--- src/rtl/inst_fetch_pkg.sv ---
// Shared types for the instruction fetch slice: FSM state encoding, the
// fetch entry carried through the output stage, and the instruction size.
package inst_fetch_pkg;

    localparam int unsigned INST_BYTES = 4;

    typedef enum logic [1:0] {
        ST_IDLE = 2'd0,
        ST_RUN  = 2'd1,
        ST_HOLD = 2'd2
    } fetch_state_e;

    typedef struct packed {
        logic        valid;
        logic [31:0] pc;
        logic [31:0] inst;
    } fetch_entry_t;

endpackage

--- src/rtl/inst_fetch_if.sv ---
// Fetch-side bus: instruction memory address/data, redirect request and the
// valid/ready instruction output. master = fetch unit, slave = environment.
interface inst_fetch_if;
    logic [31:0] out_m5;
    logic [31:0] out_m2;
    logic [31:0] inst_in;
    logic        redirect;
    logic [31:0] redirect_base;
    logic [31:0] redirect_off;
    logic        inst_ready;
    logic        inst_valid;
    logic [31:0] inst_out;
    logic [31:0] pc_out;

    modport master (
        output out_m5, out_m2, inst_valid, inst_out, pc_out,
        input  inst_in, redirect, redirect_base, redirect_off, inst_ready
    );

    modport slave (
        input  out_m5, out_m2, inst_valid, inst_out, pc_out,
        output inst_in, redirect, redirect_base, redirect_off, inst_ready
    );
endinterface

--- src/rtl/inst_fetch_skid.sv ---
// fetch_skid: one-entry valid/ready skid buffer in front of the registered
// fetch output. o_full_next tells the issuer whether the skid will be occupied.
module fetch_skid
    import inst_fetch_pkg::*;
(
    input  logic         clk,
    input  logic         rst,
    input  logic         i_flush,
    input  fetch_entry_t i_in,
    input  logic         i_out_ready,
    output fetch_entry_t o_out,
    output logic         o_full_next
);
    fetch_entry_t r_out;
    fetch_entry_t r_skid;
    logic         w_out_free;

    assign w_out_free  = !r_out.valid || i_out_ready;
    assign o_full_next = !i_flush &&
                         (w_out_free ? (r_skid.valid && i_in.valid)
                                     : (r_skid.valid || i_in.valid));
    assign o_out       = r_out;

    // The issuer never pushes into a full skid while the output is blocked.
    always_ff @(posedge clk or posedge rst) begin
        if (rst) begin
            r_out  <= '0;
            r_skid <= '0;
        end else if (i_flush) begin
            r_out  <= '0;
            r_skid <= '0;
        end else if (w_out_free) begin
            if (r_skid.valid) begin
                r_out  <= r_skid;
                r_skid <= i_in.valid ? i_in : '0;
            end else begin
                r_out  <= i_in.valid ? i_in : '0;
            end
        end else if (i_in.valid) begin
            r_skid <= i_in;
        end
    end
endmodule

--- src/rtl/inst_fetch.sv ---
// inst_fetch: sequential PC generator with one-cycle memory, in-flight tag,
// skid-buffered output and redirect. Optional INST_FETCH_MISALIGN_CHK_EN adds fetch_fault.
module inst_fetch
    import inst_fetch_pkg::*;
#(
    parameter int unsigned IMEM_BYTES = 128,
    parameter logic [31:0] RESET_PC   = 32'h0
) (
    input  logic         clk,
    input  logic         reset,
    inst_fetch_if.master bus
`ifdef INST_FETCH_MISALIGN_CHK_EN
    ,
    output logic         fetch_fault
`endif
);
    localparam logic [1:0]  S_IDLE   = ST_IDLE;
    localparam logic [1:0]  S_RUN    = ST_RUN;
    localparam logic [1:0]  S_HOLD   = ST_HOLD;
    localparam logic [31:0] PC_MASK  = 32'(IMEM_BYTES - 1);
    localparam logic [31:0] ALN_MASK = ~32'(INST_BYTES - 1);

    logic [1:0]   r_state;
    logic [31:0]  r_pc;
    logic         r_if_vld;
    logic [31:0]  r_if_pc;

    logic [31:0]  w_target_raw;
    logic [31:0]  w_target;
    logic [31:0]  w_pc_inc;
    logic         w_full_next;
    logic         w_issue;
    fetch_entry_t w_push;
    fetch_entry_t w_out;

    assign w_target_raw = bus.redirect_base + bus.redirect_off;
    assign w_target     = w_target_raw & PC_MASK & ALN_MASK;
    assign w_pc_inc     = (r_pc + 32'(INST_BYTES)) & PC_MASK;

    // Issue only when the returning word is guaranteed a slot; this also lets
    // the HOLD->RUN cycle issue so the stream resumes without a bubble.
    assign w_issue = (r_state != S_IDLE) && !w_full_next && !bus.redirect;

    assign w_push = '{valid: r_if_vld, pc: r_if_pc, inst: bus.inst_in};

    fetch_skid u_skid (
        .clk         (clk),
        .rst         (reset),
        .i_flush     (bus.redirect),
        .i_in        (w_push),
        .i_out_ready (bus.inst_ready),
        .o_out       (w_out),
        .o_full_next (w_full_next)
    );

    always_ff @(posedge clk or posedge reset) begin
        if (reset) begin
            r_state  <= S_IDLE;
            r_pc     <= RESET_PC;
            r_if_vld <= 1'b0;
            r_if_pc  <= '0;
        end else if (bus.redirect) begin
            r_state  <= S_RUN;
            r_pc     <= w_target;
            r_if_vld <= 1'b0;
        end else begin
            r_state  <= (r_state == S_IDLE) ? S_RUN : (w_full_next ? S_HOLD : S_RUN);
            r_if_vld <= w_issue;
            if (w_issue) begin
                r_if_pc <= r_pc;
                r_pc    <= w_pc_inc;
            end
        end
    end

`ifdef INST_FETCH_MISALIGN_CHK_EN
    logic r_fault;
    always_ff @(posedge clk or posedge reset) begin
        if (reset)
            r_fault <= 1'b0;
        else if (bus.redirect && (w_target_raw[1:0] != 2'b00))
            r_fault <= 1'b1;
    end
    assign fetch_fault = r_fault;
`endif

    assign bus.out_m5     = r_pc;
    assign bus.out_m2     = '0;
    assign bus.inst_valid = w_out.valid;
    assign bus.inst_out   = w_out.inst;
    assign bus.pc_out     = w_out.pc;
endmodule

--- src/flat_wrapper.sv ---
// flat-port wrapper written by rule: the top's interface ports become plain ports
module inst_fetch_flat import inst_fetch_pkg::*;
#(
    parameter int unsigned IMEM_BYTES = 128,
    parameter logic [31:0] RESET_PC   = 32'h0
)
  (clk, reset, bus_out_m5, bus_out_m2, bus_inst_valid, bus_inst_out, bus_pc_out, bus_inst_in, bus_redirect, bus_redirect_base, bus_redirect_off, bus_inst_ready);
  inst_fetch_if bus_i ();
  input  logic clk;
  input  logic reset;
  output wire logic [$bits(bus_i.out_m5)-1:0] bus_out_m5;
  output wire logic [$bits(bus_i.out_m2)-1:0] bus_out_m2;
  output wire logic [$bits(bus_i.inst_valid)-1:0] bus_inst_valid;
  output wire logic [$bits(bus_i.inst_out)-1:0] bus_inst_out;
  output wire logic [$bits(bus_i.pc_out)-1:0] bus_pc_out;
  input wire logic [$bits(bus_i.inst_in)-1:0] bus_inst_in;
  input wire logic [$bits(bus_i.redirect)-1:0] bus_redirect;
  input wire logic [$bits(bus_i.redirect_base)-1:0] bus_redirect_base;
  input wire logic [$bits(bus_i.redirect_off)-1:0] bus_redirect_off;
  input wire logic [$bits(bus_i.inst_ready)-1:0] bus_inst_ready;
  assign bus_out_m5 = bus_i.out_m5;
  assign bus_out_m2 = bus_i.out_m2;
  assign bus_inst_valid = bus_i.inst_valid;
  assign bus_inst_out = bus_i.inst_out;
  assign bus_pc_out = bus_i.pc_out;
  assign bus_i.inst_in = bus_inst_in;
  assign bus_i.redirect = bus_redirect;
  assign bus_i.redirect_base = bus_redirect_base;
  assign bus_i.redirect_off = bus_redirect_off;
  assign bus_i.inst_ready = bus_inst_ready;
  inst_fetch #(.IMEM_BYTES(IMEM_BYTES), .RESET_PC(RESET_PC)) u_core (.clk(clk), .reset(reset), .bus(bus_i));
endmodule
--- config.mk ---
export PLATFORM = sky130hd
export DESIGN_NAME = inst_fetch_flat
export DESIGN_NICKNAME = d
export VERILOG_FILES = /design/src/rtl/inst_fetch_pkg.sv /design/src/rtl/inst_fetch_if.sv /design/src/rtl/inst_fetch_skid.sv /design/src/rtl/inst_fetch.sv /design/src/flat_wrapper.sv
export SDC_FILE = /design/constraint.sdc
export NUM_CORES = 1
export LEC_CHECK = 0
export ABC_AREA = 0
export BUFFER_PORTS_ARGS = -buffer_cell sky130_fd_sc_hd__buf_4
export CAP_MARGIN = 25
export CORE_MARGIN = 2
export CORE_UTILIZATION = 43
export CTS_CLUSTER_SIZE = 20
export DETAILED_ROUTE_END_ITERATION = 8
export GPL_TIMING_DRIVEN = 0
export PLACE_DENSITY = 0.7
export SLEW_MARGIN = 20
export SYNTH_ARGS = -nofsm -noshare
export SYNTH_HDL_FRONTEND = slang
export SYNTH_HIERARCHICAL = 1
export SYNTH_SLANG_ARGS = --single-unit
--- constraint.sdc ---
create_clock -name clk -period 5.1 [get_ports clk]
set_input_delay 0.51 -clock clk [delete_from_list [all_inputs] [get_ports clk]]
set_output_delay 0.51 -clock clk [all_outputs]
set_load 0.03 [all_outputs]
---- Yosys cells after proc, flatten, opt, wreduce, memory -nomap -nowiden ----
Cells that the tools add are included.
word-level totals
  register bits after elaboration ......... 197
  input bits .............................. 100
  output and inout port bits .............. 129
  logic and storage cells ................. 45
operators by class
  add/sub/neg operators ................... 2
  eq/ne operators ......................... 1
  multiplexer cells ....................... 15
  bitwise gates (word level) .............. 1
  reduce and logical (&&, ||, !) cells .... 16
operators with widths
  cell                                                           count
  65-bit 2-to-1 mux                                              8
  32-bit 2-to-1 mux                                              2
  7-bit by 3-bit adder with 7-bit output, second input constant  1
  7-bit adder                                                    1
  2-bit 2-to-1 mux                                               3
  2-bit nonzero test                                             3
  1-bit logical AND                                              4
  2-bit AND reduction                                            2
  1-bit logical NOT                                              3
  3-bit != test, second input constant                           1
  3-bit nonzero test                                             1
  2-bit logical NOT                                              1
  1-bit logical OR                                               2
  1-bit 2-to-1 mux                                               2
  1-bit inverter                                                 1

---- Longest topological paths before layout ----
Gate-level depths: netlist of the first run.
  depth in word-level cells ............... 9
  gate-level depth with buffers ........... 9
  mapped depth without buffers ............ 7

---- Cells and area by module ----
The synthesis of the first run kept the hierarchy.
modules (own cells, without submodules)
  module      times used  cells an instance  area each (um^2)  seq. area each (um^2)
  fetch_skid  1           372                5545.3            3253.1
  inst_fetch  1           137                1237.4            325.3

---- Least setup slack after synthesis of the first run ----
No wires, ideal clock.
  path kind ............................... register -> register
  from .................................... reg u_core/u_skid/r_skid[64] in the netlist's numbering
  to ...................................... reg u_core.r_if_pc[2]
  setup time .............................. 0.125 ns
  data arrival time ....................... 1.832 ns
  required time ........................... 4.975 ns
  setup slack ............................. 3.143 ns
  cell stages (with the launch flop) ...... 9
  path buffers ............................ 3
  clock period less this slack ............ 1.957 ns
  cell sequence ........................... dfrtp_1 -> buf_2 -> buf_4 -> buf_2 -> nand2_1 -> a21oi_1 -> o21bai_2 -> nor2_2 -> mux2_2
between the ends
  cells in the longest elaborated chain, start to end .. 7
  elaborated cells between the ends (all ways) .. 8
  classes of those cells .................. mux: 1; reduce/logical: 7
ends and longest elaborated chain
  what                                                          line                                          source
  start, declared                                               inst_fetch_skid.sv:15                         fetch_entry_t r_skid;
  start signal, assigned                                        inst_fetch_skid.sv:35                         r_skid <= i_in.valid ? i_in : '0;
  start signal, assigned                                        inst_fetch_skid.sv:40                         r_skid <= i_in;
  1-bit logical OR / 1-bit logical AND (equally long branches)  inst_fetch_skid.sv:21, inst_fetch_skid.sv:20
  1-bit 2-to-1 mux (*)                                          inst_fetch_skid.sv:20                         (w_out_free ? (r_skid.valid && i_in.valid)
  1-bit logical AND (*)                                         inst_fetch_skid.sv:19                         assign o_full_next = !i_flush &&
  via u_core.w_full_next                                        inst_fetch.sv:31                              logic w_full_next;
  1-bit logical NOT (*)                                         inst_fetch.sv:42                              assign w_issue = (r_state != S_IDLE) && !w_full_next && !bus.redirect;
  1-bit logical AND (*) (2 in a row)                            inst_fetch.sv:42
  2-bit AND reduction (no line) (*)                             --
  end signal, assigned                                          inst_fetch.sv:70                              r_if_pc <= r_pc;
  end, declared                                                 inst_fetch.sv:26                              logic [31:0] r_if_pc;
Mark *: on every way through the listed nets, which the timed path passes. The rest lies on a longest branch.
A chain may end at the register's enable or synchronous reset.

---- Final worst setup path of the first run ----
  from .................................... reg u_core/u_skid/r_skid[64] in the netlist's numbering
  to ...................................... reg u_core.r_pc[3] (netlist: u_core/bus.out_m5[3])
between the ends
  cells in the longest elaborated chain, start to end .. 7
  elaborated cells between the ends (all ways) .. 8
  classes of those cells .................. mux: 1; reduce/logical: 7
ends and longest elaborated chain
  what                                                          line                                          source
  1-bit logical OR / 1-bit logical AND (equally long branches)  inst_fetch_skid.sv:21, inst_fetch_skid.sv:20
  1-bit 2-to-1 mux (*)                                          inst_fetch_skid.sv:20
  1-bit logical AND (*)                                         inst_fetch_skid.sv:19
  via u_core.w_full_next                                        inst_fetch.sv:31
  1-bit logical NOT (*)                                         inst_fetch.sv:42
  1-bit logical AND (*) (2 in a row)                            inst_fetch.sv:42
  2-bit nonzero test (no line) (*)                              --
  end signal, assigned                                          inst_fetch.sv:64                              r_pc <= w_target;
  end signal, assigned                                          inst_fetch.sv:71                              r_pc <= w_pc_inc;
  end, declared                                                 inst_fetch.sv:24                              logic [31:0] r_pc;
Marks and branches as above.

==> results.cfg, run 1 <==
[finish]
fill_cells = 1286
final_cell_mix = buf_4, dfrtp_1, conb_1
final_nets = 866
areaGrowthSynthToFinish_pct = 31.8
design_area_mm2 = 0.00894
diodes = 0
drive_gt1_share_pct = 42.3
multi_input_area_mm2 = 0.00290
ff_latch_area_mm2 = 0.00358
final_common_cell = buf_4
fin_cells = 984
final_util_pct = 58.4

[sta]
timing.final.ws_setup_ps = 2820
fmax_mhz = 438
relSlewSlack_pct = 51.7
drv_slew = 0
rsz0062_at_grt = no
finalClockSkew_ps = 7.55
fin_crit_sh_pct = 44.8
tightest_slew_ps = 722
finalCriticalPeriod_ps = 2280
final_hold_viol_count = 0
setup_viol = 0

[cts]
ctsResizeCount = 0
cts_tree = done
htreeDepth = 4
cts_buffers = 17
clk_path_buf_depth = 2
clkTransAtPathRegs_ps = 60
postCtsSetupBuffers = 0
clock_latency_ps = 420
clkSinkCount = 143
clock-root-buffer = clkbuf_16
hold_buffers = 0

[worst_setup_path]
cp_common_cell = buf_2
cp-end-kind = flip-flop
cp.arrival_ps = 2590
cpPeakStageDelay_ps = 390
cp_slowest_cell = mux2_2
cp_cell_sequence = buf_2 > buf_4 > buf_2 > nand2_1 > a21oi_1 > o21bai_2 > mux2_2 > o21a_1
cp.required_ps = 5410
path_max_fanout = 10
critPathTopFamily = buffers and inverters
cp-start-kind = flip-flop
cp_num_buf_inv = 3
crit_type = reg2reg

[grt]
grt_util_met1_pct = 24.6
grt_busiest_layer = met2
grt_use_met3_pct = 5.62
use_met2_pct = 28.2
grt_pass1_vias = 4595
grt_max_degree = 99
grt_pass1_wl_mm = 23.7
grt_usage_pct = 18.1
grt_overflow = 0
antenna_found_initial = 0

[placed_design]
dp_hpwl_mm = 10.3
dpl_cell_area_mm2 = 0.00840
port_buffers = 119
dp_cells = 952
place_ws_ps = 2780
gp_congestion = 0.812

[power_and_ir_drop]
pwr-share-clk_pct = 38.8
power-per-cell-area_mw_per_mm2 = 327
power_leakage_nw = 4.43
vdd_drop_max_v = 0.000229
p_switching_mw = 0.826
power_frac_comb_pct = 18.1
power.total_mw = 2.93
sw_frac_of_total_pct = 28.2
seqPwrFrac_pct = 43.1
p_int_mw = 2.10

[yosys]
avgSynthCellArea_um2 = 13.3
synth_area_mm2 = 0.00678
yosysSeqAreaShare_pct = 52.8
syn_inst = 509
yosys_warnings = 6
ys_seq_elements = 143
ys_types = 43

[route]
drt_pre_antenna_iters = 4
dr_total_vias = 4640
ant_nets = 0
wl_mm = 14.7
via_per_inst = 4.72
wire_per_inst_um = 15.0
drt-initial-drc-count = 237
route.detailed.drc = 0

[floorplanning]
core-area_mm2 = 0.0153
ios = 229
fp-row-count = 45
dieWidth_um = 130
die_h_um = 130
die_area_mm2 = 0.0168
initial_utilization_pct = 44.3

[status]
status = finished, final reports clean

[worst_hold_path]
min_path_type = in2async

[job]
cap_violations = 0
[metrics by stage]
| step | hold WS (ps) | setup TNS (ps) |
|---|---|---|
| final | 43.4 | 0 |
| after floorplan | 387 | 0 |
| after global placement | 472 | -37860 |
| after detailed placement | 476 | 0 |
| after CTS | 43.5 | 0 |
| after global routing | 63.5 | 0 |
[registers in the layout (all words and copies together), names as in the netlist]
register and flops:
u_core/r_state 2, u_core/u_skid/o_out 65, u_core/bus.out_m5 5, u_core/u_skid/r_skid 65, u_core/r_if_vld 1, u_core/r_if_pc 5
[area by class of cell]
| class | instances | area share, % |
|---|---|---|
| Clock inverter | 11 | 1.04 |
| Clock buffer | 21 | 5.04 |
| Tap cell | 211 | 2.95 |
| Buffer | 95 | 7.81 |
| Multi-Input combinational cell | 377 | 32.5 |
| Inverter | 6 | 0.336 |
| Sequential cell | 143 | 40.0 |
| Timing Repair Buffer | 120 | 10.3 |
[synthesized netlist by cell type (all sizes together)]
cell type | count | area [um2]
nand3 | 3 | 15.0
mux2i | 64 | 641
nand2 | 3 | 11.3
o41ai | 1 | 8.76
a211oi | 2 | 27.5
nor3 | 6 | 30.0
xor2 | 2 | 17.5
a22o | 64 | 634
o21ai | 7 | 35.0
xnor2 | 1 | 8.76
or3 | 3 | 18.8
ha | 6 | 75.1
and4 | 1 | 11.3
clkbuf | 7 | 26.3
inv | 6 | 22.5
a31o | 1 | 8.76
dfrtp | 143 | 3580
or2 | 1 | 6.26
a21o | 2 | 15.0
a21oi | 6 | 30.0
nor3b | 1 | 7.51
nor2 | 4 | 20.0
or3b | 1 | 8.76
and3b | 1 | 12.5
a31oi | 2 | 12.5
o21bai | 1 | 11.3
nand2b | 3 | 26.3
nor4b | 1 | 8.76
conb | 1 | 3.75
o311ai | 1 | 8.76
o21a | 4 | 30.0
buf | 88 | 672
and2b | 1 | 7.51
mux2 | 6 | 67.6
o211a | 1 | 10.0
o2bb2ai | 64 | 654
[worst reg2reg max path, delay by kind of cell, from the launching register on]
| kind | cells | cell delay [ps] |
|---|---|---|
| buffers and inverters | 3 | 730 |
| AO/OA/AOI/OAI | 3 | 630 |
| multiplexers | 1 | 390 |
| flip-flops | 1 | 310 |
| AND/OR/NAND/NOR | 1 | 120 |
[kinds of logic (layout without fill, tap and decap cells)]
group                      count (synthesis)  in the layout  synth area share, %
and+or+nand+nor                           29             29                 2.71
DFF                                      143            143                 52.8
muxes                                     70             70                 10.4
xor gates and xnor gates                   3              3                0.387
AOI/OAI and AO/OA                        156            156                 21.9
other                                      1            113               0.0553
adders and majority gates                  6              6                 1.11
buffers and inverters                    101            253                 10.6
[per-layer routing]
layer | part of all wire, % | vias to the layer above
li1 | - | 2243
met1 | 46 | 2244
met2 | 46 | 141
met3 | 6.7 | 12
met4 | 1.1 | 0
met5 | 0 | -
[power by group through the flow]
stage,clock (mW),combinational (mW),sequential [mW]
after CTS,1.16,0.532,1.26
final,1.14,0.529,1.26
after global routing,1.21,0.574,1.27
after floorplan,0,0.295,1.35
after global placement,0,0.516,1.28
after detailed placement,0,0.530,1.28
[path summary, 6_finish.rpt]
path | start | to | slack, ps | cells after the start
max reg2reg | u_core/u_skid/r_skid[64] | u_core/bus.out_m5[3] | 2820 | 8
min reg2reg | u_core/u_skid/o_out[49] | u_core/u_skid/o_out[49] | 490 | 1
max in group asynchronous | reset | u_core/u_skid/o_out[6] | 4310 | 3
max | u_core/u_skid/r_skid[64] | u_core/bus.out_m5[3] | 2820 | 8
min in group clk | bus_inst_in[21] | u_core/u_skid/r_skid[21] | 320 | 2
min | reset | u_core/u_skid/o_out[35] | 40 | 2
(Power assumes the default switching activity.)
==> inputs of run 2 (changes only) <==
- PLACE_DENSITY: 0.7 -> 0.73
- clock period: 5.1 -> 2 ns (I/O delays scaled with it)
==> results.cfg, run 2 (same netlist as run 1, synthesis figures left out) <==
[grt]
grt_pass1_wl_mm = 24.3
grt_max_degree = 37
grt_busiest_layer = met2
antenna_found_initial = 0
grt_use_met3_pct = 5.82
grt_overflow = 0
use_met2_pct = 30.7
grt_pass1_vias = 4788
grt_util_met1_pct = 23.7
grt_usage_pct = 18.6

[sta]
fin_crit_sh_pct = 95.2
tightest_slew_ps = 736
finalClockSkew_ps = 3.35
relSlewSlack_pct = 50.8
timing.final.ws_setup_ps = 95.1
fmax_mhz = 525
final_hold_viol_count = 0
drv_slew = 0
fin_setup_tns_ps = 0
worst_hold_slack_ps = 18.5
finalCriticalPeriod_ps = 1900
setup_viol = 0

[placed_design]
dpl_cell_area_mm2 = 0.00844
port_buffers = 119
dp_hpwl_mm = 10.6
gp_congestion = 0.793
place_ws_ps = -325

[finish]
design_area_mm2 = 0.00911
drive_gt1_share_pct = 42.9
areaGrowthSynthToFinish_pct = 34.3
diodes = 0
final_nets = 872
final_common_cell = buf_4
multi_input_area_mm2 = 0.00295
final_cell_mix = buf_4, dfrtp_1, conb_1
fill_cells = 1264
ff_latch_area_mm2 = 0.00358

[floorplanning]
initial_utilization_pct = 44.3
core-area_mm2 = 0.0153
die_area_mm2 = 0.0168
dieWidth_um = 130
fp-row-count = 45
die_h_um = 130
ios = 229

[worst_setup_path]
crit_type = reg2reg
path_max_fanout = 10
cp-start-kind = flip-flop
cp.required_ps = 2270
cp-end-kind = flip-flop
cp.arrival_ps = 2180

[cts]
clock-root-buffer = clkbuf_16
cts_tree = done
clkTransAtPathRegs_ps = 60
clk_path_buf_depth = 2
cts_buffers = 17
htreeDepth = 4
clkSinkCount = 143
clock_latency_ps = 410

[route]
wire_per_inst_um = 15.3
route.detailed.drc = 0
drt_pre_antenna_iters = 4
ant_nets = 0
dr_total_vias = 4734
wl_mm = 15.1
via_per_inst = 4.79
drt-initial-drc-count = 301

[job]
cap_violations = 0

[power_and_ir_drop]
power.total_mw = 7.62
power_leakage_nw = 4.49
power-per-cell-area_mw_per_mm2 = 836
vdd_drop_max_v = 0.000570

[status]
status = finished, final reports clean

[worst_hold_path]
min_path_type = in2reg
[run 2: changes by cell type in the layout (fill, tap and decap cells not counted), moves of 2 or more]
cell      before  now
clkinv_4       2    0
buf_12         0    6
buf_2         15   13
clkbuf_8       1    3
[run 2: cell type report]
cell class | instances | share of cell area [%]
Sequential cell | 143 | 39.3
Buffer | 95 | 7.99
Inverter | 6 | 0.288
Tap cell | 211 | 2.90
Clock inverter | 7 | 0.934
Multi-Input combinational cell | 377 | 32.3
Timing Repair Buffer | 126 | 11.0
Clock buffer | 24 | 5.29
[run 2: per-layer routing]
layer | routed length (um) | up-vias
li1 | - | 2247
met1 | 6560 | 2328
met2 | 7380 | 142
met3 | 1040 | 17
met4 | 163 | 0
met5 | 0 | -
[run 2: worst paths after layout]
path	startpoint	end	slack, ps	depth (start not counted)
hold / removal	bus_inst_in[22]	u_core/u_skid/r_skid[22]	20	2
max in group asynchronous	reset	u_core/u_skid/o_out[42]	990	5
setup / recovery	u_core/u_skid/r_skid[64]	u_core/bus.out_m5[6]	100	10
setup reg to reg	u_core/u_skid/r_skid[64]	u_core/bus.out_m5[6]	100	10
min in group asynchronous	reset	u_core/u_skid/o_out[34]	310	3
hold reg to reg	u_core/u_skid/o_out[13]	u_core/u_skid/o_out[13]	490	1
[run 2: worst max-delay path: stages (launching register included)]
cell and delay, ps:
dfrtp_1 360, buf_4 160, buf_12 150, buf_12 150, nand2_2 90, a21oi_4 70, o21bai_4 240, buf_6 150
o21a_1 170, nor3_1 160, a211oi_1 70
[run 2: timing repair]
item,4_1_cts,5_1_grt
hold buffers,1,0
pin swaps,0,2
resized for setup,8,11
setup buffers,2,0
setup endpoints to repair,10,6
hold endpoints to repair,23,0
[run 2: power breakdown]
| part | leakage [nW] | internal, mW | switching [mW] |
|---|---|---|---|
| Sequential | 1.93 | 3.08 | 0.143 |
| Clock | 0.284 | 1.92 | 1.10 |
| Combinational | 2.28 | 0.570 | 0.810 |
| Total | 4.49 | 5.56 | 2.05 |
[run 2: metrics by stage]
| stage | instances | utilization [%] |
|---|---|---|
| 2_1_floorplan | 621 | - |
| 3_3_place_gp | 951 | 54.6 |
| 3_5_place_dp | 955 | 55.1 |
| 4_1_cts | 989 | 59.2 |
| 5_1_grt | 989 | 59.5 |
| 6_report | 989 | 59.5 |
